File: src/rtl/sdf_bf_stage_pkg.sv
// -----------------------------------------------------------------------------
// fft_pkg: shared definitions for the streaming R2^2 SDF FFT pipeline stages.
//   FFT_WIDTH       default two's-complement component width
//   FFT_XW          widest (WIDTH+1)-bit operand fft_half_scale accepts
//   fft_half_scale  rounding half-scale, (v + 1) >>> 1, round-half-up
// Callers sign-extend their WIDTH+1 bit value to FFT_XW bits and keep the
// low WIDTH bits of the result, which always hold it exactly.
// -----------------------------------------------------------------------------
package fft_pkg;

    localparam int unsigned FFT_WIDTH = 16;
    localparam int unsigned FFT_XW    = 33;

    function automatic logic signed [FFT_XW-1:0] fft_half_scale(
        input logic signed [FFT_XW-1:0] v
    );
        logic signed [FFT_XW-1:0] t;
        t = v + {{(FFT_XW-1){1'b0}}, 1'b1};
        return t >>> 1;
    endfunction

endpackage

File: src/rtl/sdf_bf_stage_if.sv
// -----------------------------------------------------------------------------
// sdf_bf_stage_if: sample stream into and out of one SDF butterfly stage.
//   di_en/di_re/di_im  input sample valid and complex data
//   do_en/do_re/do_im  output sample valid and complex data
//   master  upstream producer / downstream consumer side
//   slave   the butterfly stage itself
// -----------------------------------------------------------------------------
interface sdf_bf_stage_if
    import fft_pkg::*;
#(
    parameter int unsigned WIDTH = FFT_WIDTH
);

    logic                    di_en;
    logic signed [WIDTH-1:0] di_re;
    logic signed [WIDTH-1:0] di_im;
    logic                    do_en;
    logic signed [WIDTH-1:0] do_re;
    logic signed [WIDTH-1:0] do_im;

    modport master (
        output di_en, di_re, di_im,
        input  do_en, do_re, do_im
    );

    modport slave (
        input  di_en, di_re, di_im,
        output do_en, do_re, do_im
    );

endinterface

File: src/rtl/sdf_bf_stage_core.sv
// -----------------------------------------------------------------------------
// sdf_bf_core: combinational radix-2 butterfly with rounding half-scale.
//   x0_*_i, x1_*_i  complex operands (WIDTH bits per component)
//   s_*_o           ((x0 + x1) + 1) >>> 1
//   d_*_o           ((x0 - x1) + 1) >>> 1
// Sums/differences are formed in WIDTH+1 bits so the scaled result never wraps.
// -----------------------------------------------------------------------------
module sdf_bf_core
    import fft_pkg::*;
#(
    parameter int unsigned WIDTH = FFT_WIDTH
) (
    input  logic signed [WIDTH-1:0] x0_re_i,
    input  logic signed [WIDTH-1:0] x0_im_i,
    input  logic signed [WIDTH-1:0] x1_re_i,
    input  logic signed [WIDTH-1:0] x1_im_i,
    output logic signed [WIDTH-1:0] s_re_o,
    output logic signed [WIDTH-1:0] s_im_o,
    output logic signed [WIDTH-1:0] d_re_o,
    output logic signed [WIDTH-1:0] d_im_o
);

    logic signed [WIDTH:0] s_re;
    logic signed [WIDTH:0] s_im;
    logic signed [WIDTH:0] d_re;
    logic signed [WIDTH:0] d_im;

    always_comb begin
        s_re = {x0_re_i[WIDTH-1], x0_re_i} + {x1_re_i[WIDTH-1], x1_re_i};
        s_im = {x0_im_i[WIDTH-1], x0_im_i} + {x1_im_i[WIDTH-1], x1_im_i};
        d_re = {x0_re_i[WIDTH-1], x0_re_i} - {x1_re_i[WIDTH-1], x1_re_i};
        d_im = {x0_im_i[WIDTH-1], x0_im_i} - {x1_im_i[WIDTH-1], x1_im_i};

        s_re_o = WIDTH'(fft_half_scale(FFT_XW'(s_re)));
        s_im_o = WIDTH'(fft_half_scale(FFT_XW'(s_im)));
        d_re_o = WIDTH'(fft_half_scale(FFT_XW'(d_re)));
        d_im_o = WIDTH'(fft_half_scale(FFT_XW'(d_im)));
    end

endmodule

File: src/rtl/sdf_bf_stage.sv
// -----------------------------------------------------------------------------
// sdf_bf_stage: radix-2 single-path delay-feedback butterfly stage.
//   clock    rising-edge clock
//   reset_n  asynchronous active-low reset
//   bus      sdf_bf_stage_if.slave: di_* sample in, do_* sample out
// Frames are 2M contiguous valid samples. The first half is parked in an
// M-deep feedback delay line; during the second half each input meets its
// partner M samples earlier, the scaled sum goes out directly and the scaled
// difference goes back into the delay line to drain during the next M cycles.
// Output latency is M+1 cycles; do_en is di_en delayed by M+1.
// -----------------------------------------------------------------------------
module sdf_bf_stage
    import fft_pkg::*;
#(
    parameter int unsigned M     = 32,
    parameter int unsigned WIDTH = FFT_WIDTH
) (
    input  logic          clock,
    input  logic          reset_n,
    sdf_bf_stage_if.slave bus
);

    localparam int unsigned CNT_W = $clog2(M) + 1;

    logic [CNT_W-1:0]        cnt_q;
    logic [CNT_W-1:0]        cnt_d;
    logic                    bf_en;
    logic [M:0]              en_q;
    logic [M:0]              en_d;

    logic signed [WIDTH-1:0] dl_re_q [M];
    logic signed [WIDTH-1:0] dl_im_q [M];
    logic signed [WIDTH-1:0] dl_out_re;
    logic signed [WIDTH-1:0] dl_out_im;
    logic signed [WIDTH-1:0] dl_in_re;
    logic signed [WIDTH-1:0] dl_in_im;

    logic signed [WIDTH-1:0] s_re;
    logic signed [WIDTH-1:0] s_im;
    logic signed [WIDTH-1:0] d_re;
    logic signed [WIDTH-1:0] d_im;

    logic signed [WIDTH-1:0] do_re_q;
    logic signed [WIDTH-1:0] do_im_q;
    logic signed [WIDTH-1:0] do_re_d;
    logic signed [WIDTH-1:0] do_im_d;

    assign dl_out_re = dl_re_q[M-1];
    assign dl_out_im = dl_im_q[M-1];

    sdf_bf_core #(
        .WIDTH (WIDTH)
    ) u_core (
        .x0_re_i (dl_out_re),
        .x0_im_i (dl_out_im),
        .x1_re_i (bus.di_re),
        .x1_im_i (bus.di_im),
        .s_re_o  (s_re),
        .s_im_o  (s_im),
        .d_re_o  (d_re),
        .d_im_o  (d_im)
    );

    always_comb begin
        // Counter width gives 2M states, so the natural wrap is 2M-1 -> 0.
        cnt_d = bus.di_en ? cnt_q + CNT_W'(1) : cnt_q;
        bf_en = bus.di_en & cnt_q[CNT_W-1];
        en_d  = {en_q[M-1:0], bus.di_en};

        dl_in_re = bus.di_re;
        dl_in_im = bus.di_im;
        do_re_d  = dl_out_re;
        do_im_d  = dl_out_im;
        if (bf_en) begin
            dl_in_re = d_re;
            dl_in_im = d_im;
            do_re_d  = s_re;
            do_im_d  = s_im;
        end

        // The delay line is never reset, so zero the data whenever the next
        // do_en is low; the output stays X-free and deterministic when idle.
        if (!en_q[M-1]) begin
            do_re_d = '0;
            do_im_d = '0;
        end
    end

    always_ff @(posedge clock or negedge reset_n) begin
        if (!reset_n) begin
            cnt_q   <= '0;
            en_q    <= '0;
            do_re_q <= '0;
            do_im_q <= '0;
        end else begin
            cnt_q   <= cnt_d;
            en_q    <= en_d;
            do_re_q <= do_re_d;
            do_im_q <= do_im_d;
        end
    end

    // Feedback delay line shifts every clock regardless of di_en.
    always_ff @(posedge clock) begin
        dl_re_q[0] <= dl_in_re;
        dl_im_q[0] <= dl_in_im;
        for (int unsigned i = 1; i < M; i++) begin
            dl_re_q[i] <= dl_re_q[i-1];
            dl_im_q[i] <= dl_im_q[i-1];
        end
    end

    assign bus.do_en = en_q[M];
    assign bus.do_re = do_re_q;
    assign bus.do_im = do_im_q;

endmodule

File: src/flat_wrapper.sv
// flat-port wrapper written by rule: the top's interface ports become plain ports
module sdf_bf_stage_flat import fft_pkg::*;
#(
    parameter int unsigned M     = 32,
    parameter int unsigned WIDTH = FFT_WIDTH
)
  (clock, reset_n, bus_di_en, bus_di_re, bus_di_im, bus_do_en, bus_do_re, bus_do_im);
  sdf_bf_stage_if #(.WIDTH(WIDTH)) bus_i ();
  input  logic clock;
  input  logic reset_n;
  input wire logic [$bits(bus_i.di_en)-1:0] bus_di_en;
  input wire logic [$bits(bus_i.di_re)-1:0] bus_di_re;
  input wire logic [$bits(bus_i.di_im)-1:0] bus_di_im;
  output wire logic [$bits(bus_i.do_en)-1:0] bus_do_en;
  output wire logic [$bits(bus_i.do_re)-1:0] bus_do_re;
  output wire logic [$bits(bus_i.do_im)-1:0] bus_do_im;
  assign bus_i.di_en = bus_di_en;
  assign bus_i.di_re = bus_di_re;
  assign bus_i.di_im = bus_di_im;
  assign bus_do_en = bus_i.do_en;
  assign bus_do_re = bus_i.do_re;
  assign bus_do_im = bus_i.do_im;
  sdf_bf_stage #(.M(M), .WIDTH(WIDTH)) u_core (.clock(clock), .reset_n(reset_n), .bus(bus_i));
endmodule
File: config.mk
export PLATFORM = sky130hd
export DESIGN_NAME = sdf_bf_stage_flat
export DESIGN_NICKNAME = d
export VERILOG_FILES = /design/src/rtl/sdf_bf_stage_pkg.sv /design/src/rtl/sdf_bf_stage_if.sv /design/src/rtl/sdf_bf_stage_core.sv /design/src/rtl/sdf_bf_stage.sv /design/src/flat_wrapper.sv
export SDC_FILE = /design/constraint.sdc
export NUM_CORES = 1
export LEC_CHECK = 0
export ABC_AREA = 0
export BUFFER_PORTS_ARGS = -buffer_cell sky130_fd_sc_hd__buf_2
export CORE_MARGIN = 5
export CORE_UTILIZATION = 35
export DETAILED_ROUTE_END_ITERATION = 10
export PLACE_DENSITY = 0.6
export SLEW_MARGIN = 0
export SYNTH_ARGS = -nofsm -noshare
export SYNTH_HDL_FRONTEND = slang
export SYNTH_HIERARCHICAL = 1
export SYNTH_SLANG_ARGS = --single-unit
File: constraint.sdc
create_clock -name clock -period 4.8 [get_ports clock]
set_input_delay 0.24 -clock clock [delete_from_list [all_inputs] [get_ports clock]]
set_output_delay 0.24 -clock clock [all_outputs]
set_load 0.02 [all_outputs]
==> impl_results.md, run 1 <==
* Fill cell instance count of the final layout at 6832
* Clock Pin Slew Worst Setup and Hold Paths at 70 ps
* Most common cell after layout, fill and taps aside: sky130_fd_sc_hd__dfxtp_1
* Global routing's busiest layer: met2
* Pre-Repair DR Iteration Count at 5
* # DRC at 0
* Starting DRC count in detailed routing at 499
* Type of the setup path with the least slack: reg2reg
* EDFF count, synth at 0
* DR vias at 12.0k
* Area growth, synth to finish at 19.2%
* Synth warnings at 6
* Gate power share at 0.058
* Flops & latches, synth at 1095
* Part of the total power dissipated in the clock network at 0.384
* CTS tree: done
* Count of cell types in the netlist at 63
* Setup repair after global routing missed its margin: false
* Number of top-level design ports at 68
* Met3 layer usage reported by global route at 0.0247
* Type of destination of the critical path: flop
* Clock Path Buffers at 3
* PortBufs at 67
* Total Routed Length at 37.7 mm
* Share of layout cells above drive strength 1 at 0.141
* Final setup vio count at 0
* Number of nets with antenna violations after detailed routing at 0
* Pins over their slew limit at 0
* Floorplan die area at 82100 µm²
* Synth async-reset ratio at 0.0648
* Top fanout value on the critical path at 3
* Drt via density at 3.93
* Status: finished clean
* Power per Cell Area at 627 nW/µm²
* Floorplan core area at 75900 µm²
* Setup slack on the worst flop-to-flop path at 1830 ps
* Part of the cycle the worst path needs at 0.619
* Pre-CTS WS at 1890 ps
* Worst-skew pair later-pin latency at 640 ps
* Switching share of total power at 0.218
* Achievable clock frequency at 0.337 GHz
* DIE HEIGHT at 287 µm
* Commonest cells after routing, fill and taps aside: sky130_fd_sc_hd__dfxtp_1 (1024), sky130_fd_sc_hd__nand2_1 (170), sky130_fd_sc_hd__clkbuf_16 (100)
* Synth Instances at 1747
* Initial core utilization at 0.352
* Part of the power in registers at 0.558
* WP data required at 5380 ps
* Sinks on the clock net at 1095
* Maxcap violations at 0
* Layout net count at 2060
* Most used flip-flop cell after synthesis: sky130_fd_sc_hd__dfxtp_1
* Number of antenna violations at the first check in global routing at 3
* Netlist area before placement at 26800 µm²
* Root buffer cell: sky130_fd_sc_hd__clkbuf_16
* Global-route wire length before repair at 63.0 mm
* Transition time of the tightest slew-check pin at 969 ps
* Sequential fraction of the synthesis area at 0.832
* Detailed placement HPWL at 22.9 mm
* Vias in the first global route at 12.5k
* Total gr overflow at 0
* Global routing usage on met1 at 0.129
* Setup clock skew after layout at 28.8 ps
* Hold Fails Final Rpt at 0
* Global placer's final weighted congestion at 0.805
* Floorplan row count at 101
* Crit path arrival time at 3550 ps
* Largest net degree at the start of global routing at 72
* Final critical-path setup slack at 1830 ps
* Die W at 287 µm
* Int Power at 15700 µW
* VDD IR-drop max at 323 µV
* Summed negative setup slack over all endpoints at 0 ps
* Met2 capacity usage during global routing at 0.138
* Net switching power at 4360 µW
* Routed length per instance at 12.4 µm
* Tightest hold margin at 279 ps
* Post-Layout Inst Area at 31900 µm²
* Synth Net Count at 1875
* Crit start category: flop
* CTS HTree Levels at 3
* Cts bufs inserted at 98
* Cell area reported after detailed placement at 28300 µm²
* Worst slew margin at 0.354
* Total global-route track usage at 0.0934
* Hold Crit Class: in2async
* Clock period minus worst slack at 2970 ps
* Cell leakage power at 0.0139 µW
* Per-instance average area after synthesis at 15.3 µm²
cell usage after synthesis, drive strengths merged, types with 2 or more instances:
library cell  instances  share of area
a2111oi               3         0.0019
a211o                 3        0.00098
a211oi                3        0.00084
a21boi               34          0.013
a21o                 10         0.0028
a21oi                42         0.0079
a31o                  2        0.00065
a31oi                 7         0.0016
and2                  2        0.00056
and3                  2        0.00047
buf                  14         0.0051
clkbuf                4        0.00056
dfrtp                71          0.066
dfxtp              1024           0.77
fa                    4         0.0030
ha                   89          0.042
inv                  62         0.0087
nand2               181          0.026
nand2b                5         0.0012
nand3                 5        0.00093
nand3b                2        0.00056
nand4                 3        0.00070
nor2                 37         0.0052
nor2b                 6         0.0014
nor3                  4        0.00093
nor3b                 3         0.0013
nor4                  2        0.00047
o211ai                4         0.0011
o21a                  5         0.0014
o21ai                21         0.0042
o21bai                8         0.0022
o311a                 3         0.0015
o31ai                 7         0.0020
or3                   2        0.00047
xnor2                39          0.013
xor2                 21         0.0069
layout make-up:
class / count / area (µm²) / share of cell area
Tap cell: 1030 / 1290 / 0.0404
Clock inverter: 46 / 507 / 0.0159
Antenna cell: 2 / 5.00 / 0.000157
Multi-Input combinational cell: 572 / 4110 / 0.129
Inverter: 62 / 233 / 0.00730
Sequential cell: 1095 / 22300 / 0.698
Clock buffer: 137 / 2790 / 0.0875
Timing Repair Buffer: 103 / 693 / 0.0217
layer usage:
layer	wire [µm]	part of all wire	vias up
met5	13	0.00034	-
met1	19100	0.51	5722
met3	1640	0.043	82
met2	15900	0.42	193
met4	1130	0.030	2
li1	-	-	5964
sequential cells by signal (all words and copies together) (netlist names):
name / cells
u_core/bus.do_im: 16
u_core/bus.do_re: 16
u_core/cnt_q: 6
u_core/dl_im_q: 512
u_core/dl_re_q: 512
u_core/en_q: 33
critical path, cell delays in order (launching register included):
cell and delay (ps):
sky130_fd_sc_hd__dfxtp_1 360, sky130_fd_sc_hd__inv_1 90, sky130_fd_sc_hd__ha_1 340, sky130_fd_sc_hd__nor3b_1 90, sky130_fd_sc_hd__fa_1 410, sky130_fd_sc_hd__a21o_1 190, sky130_fd_sc_hd__a21oi_1 230, sky130_fd_sc_hd__o21ai_0 250
sky130_fd_sc_hd__nand3b_1 240, sky130_fd_sc_hd__a31o_2 260, sky130_fd_sc_hd__a21oi_1 170, sky130_fd_sc_hd__xnor2_1 140, sky130_fd_sc_hd__nand2_1 70, sky130_fd_sc_hd__nand2_1 80
cell families (layout without fill, tap and decap cells):
logic type,Yosys count,after routing,share of synthesized area
compound gates,160,160,0.0464
xor+xnor,60,60,0.0196
fa+ha+maj,93,93,0.0446
buf+inv,80,348,0.0144
flops,1095,1095,0.832
mux,1,1,0.000421
other cells,0,2,0
simple gates,258,258,0.0423
power by group through the flow:
stage / logic [µW] / registers (µW) / clock network, µW
finish: 1160 / 11200 / 7690
global route: 1290 / 11300 / 8350
CTS: 1170 / 11200 / 7930
detailed placement: 1130 / 11400 / 0
global placement: 1110 / 11300 / 0
floorplan: 824 / 11200 / 0
worst paths after layout:
path,from,end,cells after the start
min in group clock,u_core/dl_im_q[1][214],u_core/dl_im_q[1][230],0
max in group asynchronous,reset_n,u_core/bus.do_im[6],2
hold reg to reg,u_core/dl_im_q[1][214],u_core/dl_im_q[1][230],0
hold / removal,reset_n,u_core/bus.do_re[7],2
setup reg to reg,u_core/dl_re_q[7][49],u_core/dl_re_q[0][12],13
setup / recovery,u_core/dl_re_q[7][49],u_core/dl_re_q[0][12],13
stage by stage:
stage / total power [µW] / utilization / std cells
after global routing: 21000 / 0.420 / 3045
final: 20000 / 0.420 / 3047
after floorplan: 12100 / - / 1747
after detailed placement: 12500 / 0.372 / 2828
after CTS: 20300 / 0.420 / 3045
after global placement: 12400 / 0.372 / 2828
repair_timing:
action / CTS / global route
hold endpoints to repair: 109 / 0
resized for setup: 0 / 0
hold buffers: 34 / 0
setup buffers: 0 / 0
(Power assumes the default switching activity.)
==> run 2: changes to the inputs <==
==> constraint.sdc (replaced) <==
create_clock -name clock -period 3 [get_ports clock]
set_input_delay 0.15 -clock clock [delete_from_list [all_inputs] [get_ports clock]]
set_output_delay 0.15 -clock clock [all_outputs]
set_load 0.02 [all_outputs]
==> impl_results.md, run 2 (synthesis gave the netlist of run 1 again) <==
* Worst-skew pair later-pin latency at 650 ps (about the same)
* Crit start category: flop
* Cell leakage power at 0.0139 µW (+0.56%)
* Tightest hold margin at 178 ps (-101 ps)
* Final cell count without fillers at 3055 (+0.26%)
* Final setup vio count at 0 (unchanged)
* # DRC at 0 (unchanged)
* Cell area reported after detailed placement at 28300 µm² (about the same)
* Worst slew margin at 0.352 (-0.00188)
* Most frequent cell on the critical path: sky130_fd_sc_hd__nor2_1
* Share of layout cells above drive strength 1 at 0.144 (+0.00213)
* Clock Pin Slew Worst Setup and Hold Paths at 60 ps (about the same)
* Number of nets with antenna violations after detailed routing at 0 (unchanged)
* Final Core Density at 0.423 (+0.00270)
* Hold Fails Final Rpt at 0 (unchanged)
* Drt via density at 3.87 (-1.4%)
* Floorplan core area at 75900 µm² (unchanged)
* Largest net degree at the start of global routing at 72 (unchanged)
* Pins over their slew limit at 0 (unchanged)
* Number of antenna violations at the first check in global routing at 4 (+1)
* Global routing's busiest layer: met2
* CTS HTree Levels at 3 (unchanged)
* Fill cell instance count of the final layout at 6741 (-1.3%)
* Setup clock skew after layout at 33.2 ps (+4.37 ps)
* Ordered list of cells on the worst path: nor2_1 > fa_1 > nor2_1 > o211ai_1 > nand4_1 > o21ai_1 > o31ai_1 > a2111oi_0 > a21o_1 > nand2_1 > a21boi_0
* Number of top-level design ports at 68 (unchanged)
* Met3 layer usage reported by global route at 0.0253 (+0.000635)
* Vias in the first global route at 12.3k (-1.1%)
* Floorplan row count at 101 (unchanged)
* Total global-route track usage at 0.0920 (-0.00139)
* Sinks on the clock net at 1095 (unchanged)
* Total Routed Length at 37.6 mm (-0.51%)
* Routed length per instance at 12.3 µm (-0.77%)
* Top fanout value on the critical path at 4 (+1)
* WP data required at 3530 ps (-1850 ps)
* Global routing usage on met1 at 0.128 (-0.000633)
* Detailed placement HPWL at 22.7 mm (-0.82%)
* PortBufs at 67 (unchanged)
* Root buffer cell: sky130_fd_sc_hd__clkbuf_16
* Transition time of the tightest slew-check pin at 972 ps (+2.82 ps)
* Cts bufs inserted at 99 (+1.0%)
* Layout net count at 2064 (+0.19%)
* Status: finished clean
* Die W at 287 µm (unchanged)
* Part of the cycle the worst path needs at 0.941 (+0.322)
* Total gr overflow at 0 (unchanged)
* Reg-to-reg critical path startpoint: u_core/dl_re_q[7][48]
* Critical Path Source: u_core/dl_re_q[7][48]
* Power per Cell Area at 1010 nW/µm² (+61%)
* Kind of cell with the highest combined delay on the critical path: compound AO/OA/AOI/OAI gates
* Commonest cells after routing, fill and taps aside: sky130_fd_sc_hd__dfxtp_1 (1024), sky130_fd_sc_hd__nand2_1 (170), sky130_fd_sc_hd__clkbuf_16 (102)
* Hold Crit Class: in2async
* Achievable clock frequency at 0.354 GHz (+5.2%)
* Setup slack on the worst flop-to-flop path at 180 ps (-1650 ps)
* Area growth, synth to finish at 19.9%
* Type of the setup path with the least slack: reg2reg
* DIE HEIGHT at 287 µm (unchanged)
* Type of destination of the critical path: flop
* Total instance count after detailed placement at 2831 (+0.11%)
* Worst path bufs/invs at 0 (-1)
* Starting DRC count in detailed routing at 576 (+15%)
* Clock period minus worst slack at 2820 ps (-147 ps)
* Initial core utilization at 0.352 (unchanged)
* Most common cell after layout, fill and taps aside: sky130_fd_sc_hd__dfxtp_1
* DR vias at 11.8k (-1.2%)
* Post-Layout Inst Area at 32100 µm² (+0.64%)
* CTS tree: done
* Crit path arrival time at 3350 ps (-200 ps)
* Clock Path Buffers at 3 (unchanged)
* Global placer's final weighted congestion at 0.822 (+2.2%)
* Pre-Repair DR Iteration Count at 4 (-1)
* Max incr delay on CP at 460 ps (+50 ps)
* Global-route wire length before repair at 62.2 mm (-1.3%)
* Registers with the most flip-flops: u_core/dl_im_q: 512 flops, u_core/dl_re_q: 512 flops, u_core/en_q: 33 flops
* Cell at the slowest stage of the critical path: sky130_fd_sc_hd__a2111oi_0
* Floorplan die area at 82100 µm² (unchanged)
* Number of buffers inserted by post-CTS setup repair at 0 (unchanged)
* VDD IR-drop max at 470 µV (+46%)
* Maxcap violations at 0 (unchanged)
* Met2 capacity usage during global routing at 0.133 (-0.00495)
## run 2: cell count changes in the layout (fill, tap and decap cells not counted), sizes merged
| cell | change |
|---|---|
| bufinv | +2 |
| buf | +3 |
| clkbuf | +11 |
| inv | -1 |
| clkinvlp | -2 |
| clkinv | -8 |
| diode | +3 |
## run 2: final cells by class
| class | instances | area, µm² | share of cell area |
|---|---|---|---|
| Antenna cell | 5 | 12.5 | 0.000390 |
| Sequential cell | 1095 | 22300 | 0.694 |
| Inverter | 62 | 233 | 0.00725 |
| Clock buffer | 148 | 2940 | 0.0914 |
| Clock inverter | 37 | 518 | 0.0161 |
| Tap cell | 1030 | 1290 | 0.0401 |
| Multi-Input combinational cell | 572 | 4130 | 0.128 |
| Timing Repair Buffer | 106 | 716 | 0.0223 |
## run 2: per-stage QoR
stage / setup slack [ps] / setup TNS [ps] / total power (µW)
2_1_floorplan: 450 / 0 / 19300
3_3_place_gp: 120 / 0 / 19900
3_5_place_dp: 101 / 0 / 20000
5_1_grt: -39.4 / -39.4 / 34000
4_1_cts: 89.9 / 0 / 32900
6_report: 176 / 0 / 32400
## run 2: power breakdown
group	switching (µW)	leakage (µW)	internal, µW
Sequential	656	0.00951	17200
Clock	5190	0.00169	7540
Combinational	1130	0.00274	730
Total	6970	0.0139	25500
## run 2: path summary, 6_finish.rpt
check                                         to  depth (start not counted)
max                         u_core/bus.do_re[15]                         11
min                         u_core/bus.do_re[10]                          2
max reg2reg                 u_core/bus.do_re[15]                         11
min reg2reg                u_core/dl_re_q[0][39]                          0
max in group asynchronous    u_core/bus.do_im[7]                          2
min in group clock         u_core/dl_re_q[0][10]                          4
## run 2: metal layers
metal	vias to the layer above	wire length, µm
met5	-	13
met4	2	1130
met3	88	1690
met2	192	15400
met1	5556	19400
li1	5983	-
## run 2: what timing repair did
action	CTS	global route
resized for setup	0	5
endpoints found under the hold margin	109	0
hold buffers	34	0
setup endpoints to repair	0	5
==> run 3: changes to the inputs <==
--- a/config.mk
+++ b/config.mk
@@ -8,9 +8,10 @@
 export ABC_AREA = 0
 export BUFFER_PORTS_ARGS = -buffer_cell sky130_fd_sc_hd__buf_2
 export CORE_MARGIN = 5
-export CORE_UTILIZATION = 35
+export CORE_UTILIZATION = 30
 export DETAILED_ROUTE_END_ITERATION = 10
-export PLACE_DENSITY = 0.6
+export PLACE_DENSITY = 0.54
+export SKIP_CTS_REPAIR_TIMING = 1
 export SLEW_MARGIN = 0
 export SYNTH_ARGS = -nofsm -noshare
 export SYNTH_HDL_FRONTEND = slang
==> impl_results.md, run 3 (synthesis gave the netlist of run 1 again) <==
* Final Core Density at 0.364 (-0.0587)
* Final cell count without fillers at 3189 (+4.4%)
* Transition time of the tightest slew-check pin at 976 ps (+4.23 ps)
* Sinks on the clock net at 1095 (unchanged)
* Most common cell after layout, fill and taps aside: sky130_fd_sc_hd__dfxtp_1
* Critical Path Source: u_core/dl_re_q[7][49]
* Clock period minus worst slack at 2820 ps (-0.0420 ps)
* Maxcap violations at 0 (unchanged)
* Setup clock skew after layout at 13.6 ps (-19.6 ps)
* DR vias at 12.0k (+1.1%)
* Tightest hold margin at 190 ps (+12.3 ps)
* Max incr delay on CP at 410 ps (-50 ps)
* Ordered list of cells on the worst path: inv_1 > ha_1 > nor3b_1 > fa_1 > a21o_1 > a21oi_2 > o21ai_1 > nand3b_1 > a31o_2 > a21oi_1 > xnor2_1 > nand2_1 > nand2_1
* Routed length per instance at 12.4 µm (+0.59%)
* Cell at the slowest stage of the critical path: sky130_fd_sc_hd__fa_1
* Drt via density at 3.75 (-3.1%)
* WP data required at 3580 ps (+50 ps)
* Worst-skew pair later-pin latency at 630 ps (-20 ps)
* Area growth, synth to finish at 20.4%
* Area of the multi-input gates at 4120 µm² (-0.12%)
* Clock Path Buffers at 3 (unchanged)
* Registers with the most flip-flops: u_core/dl_im_q: 512 flops, u_core/dl_re_q: 512 flops, u_core/en_q: 33 flops
* Area occupied by registers at 22300 µm² (unchanged)
* Total gr overflow at 0 (unchanged)
* Global placer's final weighted congestion at 0.794 (-3.4%)
* Int Power at 25400 µW (-0.44%)
* Hold Crit Class: in2async
* Final setup vio count at 0 (unchanged)
* Type of the setup path with the least slack: reg2reg
* Kind of cell with the highest combined delay on the critical path: compound AO/OA/AOI/OAI gates
* Number of antenna violations at the first check in global routing at 9 (+5)
* Detailed placement HPWL at 24.1 mm (+6.4%)
* Number of nets with antenna violations after detailed routing at 0 (unchanged)
* DIE HEIGHT at 309 µm (+7.7%)
* Floorplan core area at 88500 µm² (+17%)
* Switching share of total power at 0.216 (+0.00123)
* Initial core utilization at 0.302 (-0.0500)
* Fill cell instance count of the final layout at 8235 (+22%)
* Met2 layer wire length in the routed design at 16.8 mm (+9.6%)
* Crit path arrival time at 3400 ps (+50 ps)
* Net switching power at 6990 µW (+0.28%)
* Floorplan die area at 95300 µm² (+16%)
* CTS HTree Levels at 3 (unchanged)
* # DRC at 0 (unchanged)
* Number of top-level design ports at 68 (unchanged)
* Part of the total power dissipated in the clock network at 0.390 (-0.002)
* Pre-Repair DR Iteration Count at 5 (+1)
* Total instance count after detailed placement at 2967 (+4.8%)
* Floorplan row count at 109 (+7.9%)
* Status: finished clean
* Achievable clock frequency at 0.354 GHz (about the same)
* Routed length on met3 at 2.18 mm (+29%)
* Power per Cell Area at 1000 nW/µm² (-0.64%)
* Pins over their slew limit at 0 (unchanged)
* DR top layer: met5
* Setup repair after global routing missed its margin: false
* Global-route wire length before repair at 64.6 mm (+3.9%)
* Hold Fails Final Rpt at 0 (unchanged)
* Total Routed Length at 39.4 mm (+5.0%)
* Commonest cells after routing, fill and taps aside: sky130_fd_sc_hd__dfxtp_1 (1024), sky130_fd_sc_hd__nand2_1 (170), sky130_fd_sc_hd__clkbuf_16 (106)
* Starting DRC count in detailed routing at 651 (+13%)
* Gate power share at 0.058 (about the same)
* Cts bufs inserted at 99 (unchanged)
* Root buffer cell: sky130_fd_sc_hd__clkbuf_16
* Part of the cycle the worst path needs at 0.941 (about the same)
* Worst path bufs/invs at 1 (+1)
* Largest net degree at the start of global routing at 72 (unchanged)
* Layout net count at 2065 (+0.048%)
* Crit start category: flop
* Most frequent cell on the critical path: sky130_fd_sc_hd__nand2_1
* Vias in the first global route at 12.5k (+1.2%)
* Worst slew margin at 0.349 (-0.00282)
* PortBufs at 67 (unchanged)
* Cell leakage power at 0.0139 µW (about the same)
* Total global-route track usage at 0.0841 (-0.00790)
* Reg-to-reg critical path startpoint: u_core/dl_re_q[7][49]
* CTS tree: done
* Share of layout cells above drive strength 1 at 0.149 (+0.00537)
* Die W at 309 µm (+7.7%)
* Type of destination of the critical path: flop
* VDD IR-drop max at 493 µV (+4.9%)
* Clock Pin Slew Worst Setup and Hold Paths at 70 ps (about the same)
* Top fanout value on the critical path at 3 (-1)
* Sum of routed wire segments on met1 at 19.1 mm (-1.3%)
* Part of the power in registers at 0.552 (about the same)
## run 3: changes by cell type in the layout (fill, tap and decap cells not counted), moves of 2 or more
cell	change
sky130_fd_sc_hd__clkinv_2	+11
sky130_fd_sc_hd__clkbuf_1	-9
sky130_fd_sc_hd__clkinvlp_4	+2
sky130_fd_sc_hd__diode_2	-2
sky130_fd_sc_hd__clkbuf_16	+4
sky130_fd_sc_hd__clkinv_16	-3
sky130_fd_sc_hd__clkbuf_8	-4
sky130_fd_sc_hd__bufinv_16	-2
## run 3: layer usage
metal	up-vias	global-route usage
li1	5980	-
met1	5650	0.109
met2	216	0.128
met3	101	0.0294
met4	6	0.0385
met5	-	0
## run 3: through the flow
step | power, µW | cell area (µm²) | setup slack, ps | setup TNS [ps]
6_report | 32400 | 32200 | 176 | 0
5_1_grt | 33900 | 32200 | 0.636 | 0
4_1_cts | 32900 | 31900 | -12.4 | -12.4
3_5_place_dp | 20000 | 28500 | 32.2 | 0
3_3_place_gp | 20000 | 28500 | 114 | 0
2_1_floorplan | 19300 | 26800 | 450 | 0
## run 3: path summary, 6_finish.rpt
kind	endpoint	slack, ps	depth (start not counted)
min	u_core/bus.do_re[2]	190	2
min reg2reg	u_core/dl_re_q[7][53]	320	0
min in group clock	u_core/dl_im_q[0][8]	310	4
max reg2reg	u_core/dl_re_q[0][12]	180	13
max	u_core/dl_re_q[0][12]	180	13
max in group asynchronous	u_core/bus.do_im[8]	2130	2
## run 3: worst reg2reg max path: stages, from the launching register on
cell and delay, ps:
sky130_fd_sc_hd__dfxtp_1 360, sky130_fd_sc_hd__inv_1 90, sky130_fd_sc_hd__ha_1 340, sky130_fd_sc_hd__nor3b_1 100, sky130_fd_sc_hd__fa_1 410, sky130_fd_sc_hd__a21o_1 210, sky130_fd_sc_hd__a21oi_2 190, sky130_fd_sc_hd__o21ai_1 140
sky130_fd_sc_hd__nand3b_1 200, sky130_fd_sc_hd__a31o_2 270, sky130_fd_sc_hd__a21oi_1 170, sky130_fd_sc_hd__xnor2_1 140, sky130_fd_sc_hd__nand2_1 70, sky130_fd_sc_hd__nand2_1 80
## run 3: power by group through the flow
stage	combinational [µW]	clock, µW	sequential, µW
2_1_floorplan	1320	0	18000
3_3_place_gp	1820	0	18100
3_5_place_dp	1840	0	18200
4_1_cts	1850	13100	18000
5_1_grt	2090	13700	18200
6_report	1880	12600	17900
## run 3: layout make-up
| class | count | area share |
|---|---|---|
| Sequential cell | 1095 | 0.691 |
| Multi-Input combinational cell | 572 | 0.128 |
| Clock buffer | 139 | 0.0915 |
| Tap cell | 1165 | 0.0452 |
| Timing Repair Buffer | 107 | 0.0224 |
| Clock inverter | 46 | 0.0141 |
| Inverter | 62 | 0.00722 |
| Antenna cell | 3 | 0.000233 |
